**src/rtl/rv_fetch_pkg.sv**
```systemverilog
// rtl/rv_fetch_pkg.sv - shared types and constants for the RV32 fetch sequencer
package rv_fetch_pkg;

    typedef enum logic [2:0] {
        ST_IDLE  = 3'd0,
        ST_FETCH = 3'd1,
        ST_DRAIN = 3'd2,
        ST_HOLD  = 3'd3,
        ST_HALT  = 3'd4
    } fetch_state_t;

    localparam int          INSTR_BYTES      = 4;
    localparam logic [31:0] DEFAULT_RESET_PC = 32'h0000_0000;

    // RV32 without compressed instructions needs word-aligned targets
    function automatic logic is_misaligned(input logic [1:0] lsb);
        return lsb != 2'b00;
    endfunction

endpackage

```
**src/rtl/rv_fetch_seq.sv**
```systemverilog
// rtl/rv_fetch_seq.sv - fetch FSM, PC owner and decode-side holding register
module rv_fetch_seq
    import rv_fetch_pkg::*;
#(
    parameter int               WIDTH    = 32,
    parameter logic [WIDTH-1:0] RESET_PC = WIDTH'(DEFAULT_RESET_PC)
) (
    input  logic             clk,
    input  logic             rst,
    input  logic             run,
    output logic             imem_req,
    output logic [WIDTH-1:0] imem_addr,
    input  logic             imem_ack,
    input  logic [WIDTH-1:0] imem_rdata,
    input  logic             redirect_valid,
    input  logic [WIDTH-1:0] redirect_pc,
    output logic             dec_valid,
    input  logic             dec_ready,
    output logic [WIDTH-1:0] dec_instr,
    output logic [WIDTH-1:0] dec_pc,
    output logic             fault,
    output logic [31:0]      fetch_count
);

    fetch_state_t     state;
    fetch_state_t     state_nxt;
    logic [WIDTH-1:0] pc;
    logic [WIDTH-1:0] pend_pc;
    logic             redir_bad;
    logic             handshake;

    assign redir_bad = redirect_valid && is_misaligned(redirect_pc[1:0]);
    assign handshake = dec_valid && dec_ready;
    assign imem_addr = pc;

    always_ff @(posedge clk or posedge rst) begin
        if (rst) begin
            state <= ST_IDLE;
        end else begin
            state <= state_nxt;
        end
    end

    always_comb begin
        state_nxt = state;
        case (state)
            ST_IDLE: begin
                if (redir_bad) begin
                    state_nxt = ST_HALT;
                end else if (redirect_valid) begin
                    state_nxt = ST_IDLE;
                end else if (run) begin
                    state_nxt = ST_FETCH;
                end
            end
            ST_FETCH: begin
                // a redirect with the ack in hand can re-issue at once; otherwise drain first
                if (redir_bad) begin
                    state_nxt = imem_ack ? ST_HALT : ST_DRAIN;
                end else if (redirect_valid) begin
                    state_nxt = imem_ack ? ST_FETCH : ST_DRAIN;
                end else if (imem_ack) begin
                    state_nxt = ST_HOLD;
                end
            end
            ST_DRAIN: begin
                if (imem_ack) begin
                    state_nxt = (fault || redir_bad) ? ST_HALT : ST_FETCH;
                end
            end
            ST_HOLD: begin
                if (redir_bad) begin
                    state_nxt = ST_HALT;
                end else if (redirect_valid || dec_ready) begin
                    state_nxt = run ? ST_FETCH : ST_IDLE;
                end
            end
            ST_HALT: state_nxt = ST_HALT;
            default: state_nxt = ST_IDLE;
        endcase
    end

    always_comb begin
        imem_req = (state == ST_FETCH) || (state == ST_DRAIN);
    end

    always_ff @(posedge clk or posedge rst) begin
        if (rst) begin
            pc          <= RESET_PC;
            pend_pc     <= '0;
            dec_valid   <= 1'b0;
            dec_instr   <= '0;
            dec_pc      <= '0;
            fault       <= 1'b0;
            fetch_count <= '0;
        end else begin
            case (state)
                ST_IDLE: begin
                    if (redir_bad) begin
                        fault <= 1'b1;
                    end else if (redirect_valid) begin
                        pc <= redirect_pc;
                    end
                end
                ST_FETCH: begin
                    if (redir_bad) begin
                        fault <= 1'b1;
                    end else if (redirect_valid) begin
                        if (imem_ack) begin
                            pc <= redirect_pc;
                        end else begin
                            pend_pc <= redirect_pc;
                        end
                    end else if (imem_ack) begin
                        dec_instr <= imem_rdata;
                        dec_pc    <= pc;
                        pc        <= pc + WIDTH'(INSTR_BYTES);
                        dec_valid <= 1'b1;
                    end
                end
                ST_DRAIN: begin
                    // latest redirect wins, even when it lands in the ack cycle
                    if (redir_bad) begin
                        fault <= 1'b1;
                    end else if (!fault) begin
                        if (redirect_valid) begin
                            pend_pc <= redirect_pc;
                        end
                        if (imem_ack) begin
                            pc <= redirect_valid ? redirect_pc : pend_pc;
                        end
                    end
                end
                ST_HOLD: begin
                    if (handshake) begin
                        fetch_count <= fetch_count + 32'd1;
                    end
                    if (redir_bad) begin
                        fault     <= 1'b1;
                        dec_valid <= 1'b0;
                    end else if (redirect_valid) begin
                        dec_valid <= 1'b0;
                        pc        <= redirect_pc;
                    end else if (dec_ready) begin
                        dec_valid <= 1'b0;
                    end
                end
                ST_HALT: begin
                    dec_valid <= 1'b0;
                end
                default: begin
                    dec_valid <= 1'b0;
                end
            endcase
        end
    end

endmodule

```
**config.mk**
```make
export PLATFORM = sky130hd
export DESIGN_NAME = rv_fetch_seq
export DESIGN_NICKNAME = d
export VERILOG_FILES = /design/src/rtl/rv_fetch_pkg.sv /design/src/rtl/rv_fetch_seq.sv
export SDC_FILE = /design/constraint.sdc
export NUM_CORES = 1
export LEC_CHECK = 0
export ABC_CLOCK_PERIOD_IN_PS = 4920
export CAP_MARGIN = 10
export CORE_ASPECT_RATIO = 1.2
export CORE_MARGIN = 2
export CORE_UTILIZATION = 38
export DETAILED_ROUTE_END_ITERATION = 6
export GPL_ROUTABILITY_DRIVEN = 0
export PLACE_DENSITY_LB_ADDON = 0.15
export RECOVER_POWER = 25
export SLEW_MARGIN = 15
export SYNTH_ARGS = -nofsm -noshare
export SYNTH_HDL_FRONTEND = slang
export SYNTH_SLANG_ARGS = --single-unit
export TNS_END_PERCENT = 10
```
**constraint.sdc**
```tcl
create_clock -name clk -period 4.92 [get_ports clk]
set_clock_uncertainty 0.2 [all_clocks]
set_input_delay 0.492 -clock clk [delete_from_list [all_inputs] [get_ports clk]]
set_output_delay 0.492 -clock clk [all_outputs]
set_load 0.05 [all_outputs]
```
==> results.py <==
metrics = {
    "synthesis": {
        "ys_seq_elements": 165,
        "synth_area_sq_um": 8500,
        "yosysTopAreaCellShare_pct": 48.6,
        "synth_fp_nets": 1006,
        "synthCells": 934,
        "postSynthAreaPerCell_sq_um": 9.10,
        "synth-edff-count": 0,
        "ys_types": 61,
        "ys_warn_count": 0,
        "synth_area_leaders": "dfrtp_1 (49%), nand2_1 (12%), mux2_4 (4.9%), o21ai_0 (3.4%), xnor2_1 (2.6%)",
        "synthFlopType": "dfrtp_1",
        "synthArstFlopShare_pct": 100,
        "ys_seq_area_share_pct": 48.6,
        "synth_top_cell_by_area": "dfrtp_1",
    },
    "global_route": {
        "grt_use_total_pct": 21.0,
        "grt-ovfl-total": 0,
        "grt_max_degree": 166,
        "antenna_found_initial": 0,
        "grt_pass1_wl_mm": 39.6,
        "grt_pass1_vias": 7088,
    },
    "timing": {
        "fin_crit_ps": 3580,
        "rsz0062_at_grt": "no",
        "worst_pin_slew_ps": 2310,
        "drv_slew": 166,
        "finalSetupViolations": 0,
        "timing.final.crit_share_pct": 72.7,
        "fin_setup_tns_ps": 0,
        "clock.fmax_ghz": 0.279,
        "hold_viol_final": 0,
        "slew_headroom_pct": -53.8,
    },
    "die": {
        "fp.dieH_um": 168,
        "die-area_sq_um": 23600,
        "rows": 59,
        "pin_count": 201,
        "initial_utilization_pct": 38.9,
        "core_area_sq_um": 21900,
        "die_w_um": 141,
    },
    "critical_path": {
        "slowest_delay_ps": 820,
        "start_kind": "flip-flop",
        "cp.required_ps": 4230,
        "crit_slowest_cell": "clkdlybuf4s50_1",
        "path_common_cell": "nor2_1",
        "crit_type": "reg -> out",
        "path_max_fanout": 25,
        "crit_arrival_ps": 2890,
        "setup.worst_path.end_class": "primary output",
        "cp_cell_sequence": "buf_4 -> nor2b_1 -> nor2_1 -> nor2_1 -> clkdlybuf4s50_1",
    },
    "cts": {
        "insertion_delay_ps": 430,
        "cts_tree": "built",
        "cts_resized": 0,
        "clock_sinks": 165,
        "cts_buffer_depth": 2,
        "numCtsBuffers": 17,
        "clk_pin_slew_ps": 70,
        "cts.hold.buffers_added": 0,
        "h-tree-depth": 4,
        "cts_setup_buffers": 0,
        "clockRootBuffer": "clkbuf_16",
    },
    "routing": {
        "final_antenna_net_count": 0,
        "drt-total-wl_mm": 24.6,
        "drc": 0,
        "drtIter0Drc": 471,
        "first_pass_iters": 5,
        "vias": 7512,
        "routedWlPerCell_um": 17.7,
        "vias_per_cell": 5.41,
    },
    "outcome": {
        "violations": "capacitance limit, slew limit",
        "status": "finished with violations",
    },
    "pwr": {
        "p_leak_nw": 5.03,
        "ir_drop_v": 0.000261,
        "power.density_nw_per_um2": 572,
    },
    "cells_and_area": {
        "fin_util_pct": 51.5,
        "area_delta_synth_final_pct": 32.5,
        "final_cell_area_sq_um": 11300,
        "antennaDiodeCount": 0,
        "fillCellCount": 2018,
        "finalNonFillerCells": 1389,
        "drive_above_1_share_pct": 7.89,
        "nets": 1175,
    },
    "placed_design": {
        "port_buffers": 200,
        "place_inst": 1358,
        "post-dp-hpwl_mm": 16.9,
        "place_area_sq_um": 10700,
    },
    "worst_hold_path": {
        "hold_class": "reg -> reg",
    },
    "flow_run": {
        "cap_violations": 1,
    },
}
power by group:
| group | total [mW] | internal [mW] | switching (mW) |
|---|---|---|---|
| clock network | 1.36 | 0.761 | 0.594 |
| logic | 2.90 | 0.973 | 1.92 |
| registers | 2.19 | 1.76 | 0.436 |
metal layers:
layer / routed length (um) / global-route usage (%) / vias up
li1: - / - / 3605
met1: 11300 / 30.1 / 3631
met2: 11500 / 32.4 / 248
met3: 1390 / 4.12 / 28
met4: 465 / 6.35 / 0
met5: 0 / 0 / -
synth_stat cells, drive strengths merged (6+ instances only):
cell / number
a31oi: 13
nand2: 265
mux2: 34
o21ai: 59
nand4: 24
a221oi: 6
nor2: 46
and3: 11
clkbuf: 41
xnor2: 25
a2bb2oi: 13
and2: 6
xor2: 14
nor3b: 11
nand3: 29
o2bb2ai: 6
a21oi: 24
a22oi: 7
o211ai: 8
a211oi: 7
nor3: 11
nor4: 8
inv: 13
dfrtp: 165
buf: 22
cell usage in the layout, fill, tap and decap left out, types with 3 or more instances in the layout:
master	n
clkbuf_16	17
o22ai_1	3
xnor2_1	25
o31ai_1	4
inv_1	11
a21oi_1	24
a2bb2oi_1	13
mux2_4	28
mux2_2	6
and3_1	11
nand3_1	29
and2_1	4
nand4_1	24
mux2i_1	5
buf_4	11
a311oi_1	4
o21a_1	4
o2bb2ai_1	6
nor2b_1	5
nor2_1	46
a211oi_1	7
inv_6	5
clkdlybuf4s50_1	198
nor3_1	11
nor4_1	4
a221oi_1	6
and4_1	4
nor3b_1	11
nand2b_1	5
xor2_1	14
dfrtp_1	165
a221o_1	5
o21ai_0	58
nand2_1	265
nor4_2	3
o211ai_1	8
a31oi_1	13
a22oi_1	7
clkinvlp_4	4
final timing paths:
path	cells past startpoint	slack (ps)	from	to
worst max-delay path	5	1340	state[0]	imem_req
worst min-delay path	2	270	dec_pc[0]	dec_pc[0]
worst max register to register	3	1740	state[2]	pend_pc[30]
worst min register to register	2	270	dec_pc[0]	dec_pc[0]
max in group asynchronous	3	1900	rst	pend_pc[20]
min in group asynchronous	3	1240	rst	dec_instr[31]
cells by family after synthesis:
family	Yosys count	synth area share [%]
xor+xnor	39	4.02
compound gates	180	14.1
simple gates	433	22.9
fa+ha+maj	2	0.294
mux	39	6.33
buf+inv	76	3.78
flops	165	48.6
area by class of cell:
cell class	count	area, sq um	area share [%]
repair buffers	213	2090	18.6
clock buffers	17	425	3.78
well taps	274	343	3.04
inverters	13	52.6	0.467
flip-flops and latches	165	4130	36.7
clock inverters	14	166	1.48
multi-input cells	693	4060	36.0
flip-flops by register name, indices dropped and copies added, names as in the netlist:
register	count
fault	1
dec_valid	1
state	3
fetch_count	32
imem_addr	32
dec_pc	32
dec_instr	32
pend_pc	32
worst max-delay path, delay by kind of cell, from the launching register on:
kind | cells | cell delay [ps]
and+or+nand+nor | 3 | 650
DFF | 1 | 630
buffers and inverters | 2 | 1170
through the flow:
| step | setup slack, ps | power [mW] | hold slack, ps |
|---|---|---|---|
| 2_1_floorplan | 2130 | 4.02 | 244 |
| 3_3_place_gp | 1580 | 5.10 | 257 |
| 3_5_place_dp | 1530 | 5.13 | 261 |
| 4_1_cts | 1340 | 6.51 | 278 |
| 5_1_grt | 1140 | 6.77 | 296 |
| 6_report | 1340 | 6.44 | 273 |
(Power assumes the default switching activity.)
